### src/rtl/conv1_line_buffer.sv
// Two-row line buffer for conv layer 1: turns a raster pixel stream
// into vertically aligned 3-pixel columns for the window shift registers.
module conv1_line_buffer #(
  parameter  int DW    = 8,
  parameter  int IMG_W = 28,
  parameter  int IMG_H = 28,
  localparam int CW    = $clog2(IMG_W),
  localparam int RW    = $clog2(IMG_H)
) (
  input  logic          clk,
  input  logic          rst,
  input  logic          start,
  input  logic          in_valid,
  output logic          in_ready,
  input  logic [DW-1:0] in_data,
  output logic          out_en,
  output logic [DW-1:0] out_row0,
  output logic [DW-1:0] out_row1,
  output logic [DW-1:0] out_row2,
  output logic          out_win_valid,
  output logic [CW-1:0] out_col,
  output logic [RW-1:0] out_row,
  output logic          frame_done
);

  typedef enum logic [1:0] {
    S_IDLE,
    S_RUN,
    S_DONE
  } state_t;

  state_t r_state;
  state_t w_next;

  logic [CW-1:0] r_col;
  logic [RW-1:0] r_row;
  logic [DW-1:0] r_lb0 [IMG_W];
  logic [DW-1:0] r_lb1 [IMG_W];

  logic w_acc;
  logic w_col_last;
  logic w_last;

  assign in_ready   = (r_state == S_RUN);
  assign w_acc      = in_ready && in_valid;
  assign w_col_last = (r_col == CW'(IMG_W - 1));
  assign w_last     = w_col_last && (r_row == RW'(IMG_H - 1));

  always_ff @(posedge clk) begin
    if (rst) begin
      r_state <= S_IDLE;
    end else begin
      r_state <= w_next;
    end
  end

  always_comb begin
    w_next = r_state;
    unique case (r_state)
      S_IDLE:  if (start) w_next = S_RUN;
      S_RUN:   if (w_acc && w_last) w_next = S_DONE;
      S_DONE:  w_next = S_IDLE;
      default: w_next = S_IDLE;
    endcase
  end

  always_ff @(posedge clk) begin
    if (rst) begin
      r_col <= '0;
      r_row <= '0;
    end else if (r_state == S_IDLE && start) begin
      r_col <= '0;
      r_row <= '0;
    end else if (w_acc) begin
      if (w_col_last) begin
        r_col <= '0;
        r_row <= w_last ? '0 : r_row + RW'(1);
      end else begin
        r_col <= r_col + CW'(1);
      end
    end
  end

  // RAM is left uncleared; top-row padding masks any stale contents
  always_ff @(posedge clk) begin
    if (w_acc) begin
      r_lb0[r_col] <= r_lb1[r_col];
      r_lb1[r_col] <= in_data;
    end
  end

  always_ff @(posedge clk) begin
    if (rst) begin
      out_en        <= 1'b0;
      out_row0      <= '0;
      out_row1      <= '0;
      out_row2      <= '0;
      out_win_valid <= 1'b0;
      out_col       <= '0;
      out_row       <= '0;
      frame_done    <= 1'b0;
    end else begin
      out_en     <= w_acc;
      frame_done <= w_acc && w_last;
      if (w_acc) begin
        out_row0      <= (r_row >= RW'(2)) ? r_lb0[r_col] : '0;
        out_row1      <= (r_row >= RW'(1)) ? r_lb1[r_col] : '0;
        out_row2      <= in_data;
        out_win_valid <= (r_row >= RW'(2)) && (r_col >= CW'(2));
        out_col       <= r_col;
        out_row       <= r_row;
      end
    end
  end

endmodule

### config.mk
export PLATFORM = sky130hd
export DESIGN_NAME = conv1_line_buffer
export DESIGN_NICKNAME = d
export VERILOG_FILES = /design/src/rtl/conv1_line_buffer.sv
export SDC_FILE = /design/constraint.sdc
export NUM_CORES = 1
export LEC_CHECK = 0
export BUFFER_PORTS_ARGS = -buffer_cell sky130_fd_sc_hd__buf_2
export CAP_MARGIN = 20
export CORE_MARGIN = 4
export CORE_UTILIZATION = 55
export CTS_CLUSTER_DIAMETER = 40
export CTS_CLUSTER_SIZE = 14
export DETAILED_ROUTE_END_ITERATION = 12
export GPL_TIMING_DRIVEN = 0
export PLACE_DENSITY = 0.7
export SETUP_SLACK_MARGIN = 0.02
export SYNTH_ARGS = -nofsm -noshare
export SYNTH_HDL_FRONTEND = slang
export SYNTH_SLANG_ARGS = --single-unit
### constraint.sdc
create_clock -name clk -period 3.9 [get_ports clk]
set_input_delay 1.17 -clock clk [delete_from_list [all_inputs] [get_ports clk]]
set_output_delay 1.17 -clock clk [all_outputs]
set_load 0.02 [all_outputs]
==> impl_metrics.env <==
export IMPL_start_kind="flop"
export IMPL_cts_tree="done"
export IMPL_status="completed"
export IMPL_timing_slew_headroom=0.295
export IMPL_critical_path_arrival_ns=3.91
export IMPL_fp_dieArea_sq_mm=0.0381
export IMPL_ys_flop_type="edfxtp_1"
export IMPL_wl_met2_um=23100
export IMPL_cts_sinks=502
export IMPL_cts_resized_gates=0
export IMPL_path_class="reg -> reg"
export IMPL_cts_buffer_depth=3
export IMPL_hold_buffers=0
export IMPL_drt_iter0_markers=1246
export IMPL_nets=1193
export IMPL_grt_start_max_net_pins=30
export IMPL_vias_per_cell=6.28
export IMPL_worstHoldPathType="reg -> reg"
export IMPL_ys_async_sr_fraction=0
export IMPL_final_core_util=0.653
export IMPL_crit_fanout=16
export IMPL_dp_final_hpwl_um=30800
export IMPL_hold_ws_ns=0.445
export IMPL_die_x_um=195
export IMPL_drive_gt1_frac=0.261
export IMPL_maxCapViolCount=0
export IMPL_cts_max_level=2
export IMPL_peakVddDrop_uv=695
export IMPL_final_setup_tns_ns=0
export IMPL_die_h_um=195
export IMPL_firstDrtPassIters=6
export IMPL_rsz0062_at_grt="false"
export IMPL_post_cts_setup_buffers=0
export IMPL_gp_congestion=0.806
export IMPL_setup_violations=0
export IMPL_finalCritPeriodShare=0.926
export IMPL_final_common_cell="edfxtp_1"
export IMPL_synth_seq_cells=502
export IMPL_wl_met3_um=4370
export IMPL_met1_length_um=18600
export IMPL_initial_core_util=0.558
export IMPL_clock_latency_ns=0.56
export IMPL_p_leak_uw=0.00721
export IMPL_synth_cell_area_sq_mm=0.0193
export IMPL_num_rows=68
export IMPL_crit_required_ns=4.20
export IMPL_layout_common_cells="448 x edfxtp_1, 85 x nand2_1, 81 x mux4_2"
export IMPL_cts_root_buf="clkbuf_16"
export IMPL_worstSetupEndpointType="flop"
export IMPL_grt_ovfl_total=0
export IMPL_stdcell_area_sq_mm=0.0226
export IMPL_fin_crit_ns=3.61
export IMPL_grt_pass1_vias=10500
export IMPL_routed_top_layer="met4"
export IMPL_post_route_drc_count=0
export IMPL_syn_area_per_cell_sq_um=18.5
export IMPL_yosysWarnings=0
export IMPL_synthCells=1042
export IMPL_synth_cell_type_count=46
export IMPL_final_max_slew_viol_count=0
export IMPL_grt_pass1_wl_um=69300
export IMPL_worst_pin_slew_ns=1.06
export IMPL_dpl_instance_area_sq_mm=0.0208
export IMPL_drt_wl_total_um=47100
export IMPL_hold_viol_final=0
export IMPL_portBuffers=49
export IMPL_syn_num_nets=1061
export IMPL_grtUsageTotal=0.247
export IMPL_hold_start="out_row0[2]$_SDFFE_PP0P_"
export IMPL_path_clk_slew_ns=0.06
export IMPL_cts_buffers=52
export IMPL_antenna_found_initial=0
export IMPL_ant_nets=0
export IMPL_wl_per_cell_um=28.2
export IMPL_seq_area_frac_synth=0.754
export IMPL_clock_skew_ns=0.0132
export IMPL_fp_coreArea_sq_mm=0.0345
export IMPL_max_freq_ghz=0.277
export IMPL_synth_enable_flop_cells=448
export IMPL_vias=10500
export IMPL_area_growth_synth_to_final_pct=17.1
export IMPL_io_pins=50
export IMPL_power_density_mw_per_mm2=498
state kept, by name, indices dropped and copies added, names as in the netlist, 2 cells and up, named ones only:
name and cells:
out_col 5, out_row 5, out_row0 8, out_row1 8, out_row2 8, r_col 5
r_lb0 224, r_lb1 224, r_row 5, r_state 2
path summary, 6_finish.rpt:
| kind | end | slack (ns) | cells past startpoint |
|---|---|---|---|
| setup / recovery | r_lb0[16][5]$_DFFE_PP_ | 0.29 | 8 |
| hold / removal | out_row0[2]$_SDFFE_PP0P_ | 0.44 | 2 |
| setup reg to reg | r_lb0[16][5]$_DFFE_PP_ | 0.29 | 8 |
| hold reg to reg | out_row0[2]$_SDFFE_PP0P_ | 0.44 | 2 |
through the flow:
step / worst slack [ns] / power, uW / std cells
finish: 0.290 / 11200 / 1668
floorplan: 0.884 / 6130 / 1042
CTS: 0.304 / 11300 / 1667
global placement: -0.640 / 6250 / 1546
detailed placement: 0.254 / 6270 / 1575
global route: 0.139 / 11600 / 1667
critical path, stage by stage, from the launching register on:
cell	delay, ns
dfxtp_1	0.29
buf_2	0.21
buf_2	0.26
nor2_1	0.57
clkbuf_1	0.56
a22oi_1	0.21
nand3_1	0.17
nand4_1	0.64
buf_8	0.41
cell families after synthesis:
kind of cell	synth area share
buffers and inverters	0.0173
AO/OA/AOI/OAI	0.0357
AND/OR/NAND/NOR	0.0448
flip-flops	0.754
XOR/XNOR	0.000454
adder cells (fa/ha/maj)	0.00454
multiplexers	0.144
cells in the mapped netlist (all sizes together), types with 3 or more instances:
cell type / number / area [sq um]
a211oi: 4 / 35.0
a21oi: 43 / 215
a221oi: 3 / 26.3
a22o: 11 / 96.3
a22oi: 16 / 120
a31oi: 6 / 37.5
and3: 4 / 25.0
buf: 38 / 231
clkbuf: 18 / 67.6
dfxtp: 54 / 1080
edfxtp: 448 / 13500
ha: 7 / 87.6
inv: 9 / 33.8
mux2: 9 / 101
mux2i: 71 / 711
mux4: 86 / 1960
nand2: 85 / 319
nand3: 23 / 115
nand3b: 4 / 30.0
nand4: 5 / 31.3
nor2: 41 / 154
nor2b: 5 / 31.3
nor3: 10 / 50.1
o21ai: 16 / 80.1
o22ai: 3 / 18.8
or3: 4 / 25.0
power breakdown:
part	switching, uW	internal, uW	total (uW)
combinational	193	80.7	274
clock	2040	3050	5100
sequential	6.41	5870	5880
cell type report:
type / instances / area, sq um
Timing Repair Buffer: 78 / 848
Clock buffer: 60 / 1360
Buffer: 56 / 299
Inverter: 9 / 33.8
Antenna cell: 1 / 2.50
Tap cell: 455 / 569
Fill cell: 2340 / 12000
Multi-Input combinational cell: 475 / 4520
Clock inverter: 32 / 405
Sequential cell: 502 / 14500
per-layer routing:
metal	track usage	vias up
met1	0.362	5433
met2	0.395	544
met4	0.0535	0
li1	-	4432
met3	0.0480	69
met5	0	-
Note: power is estimated with default switching activity, not from simulation.
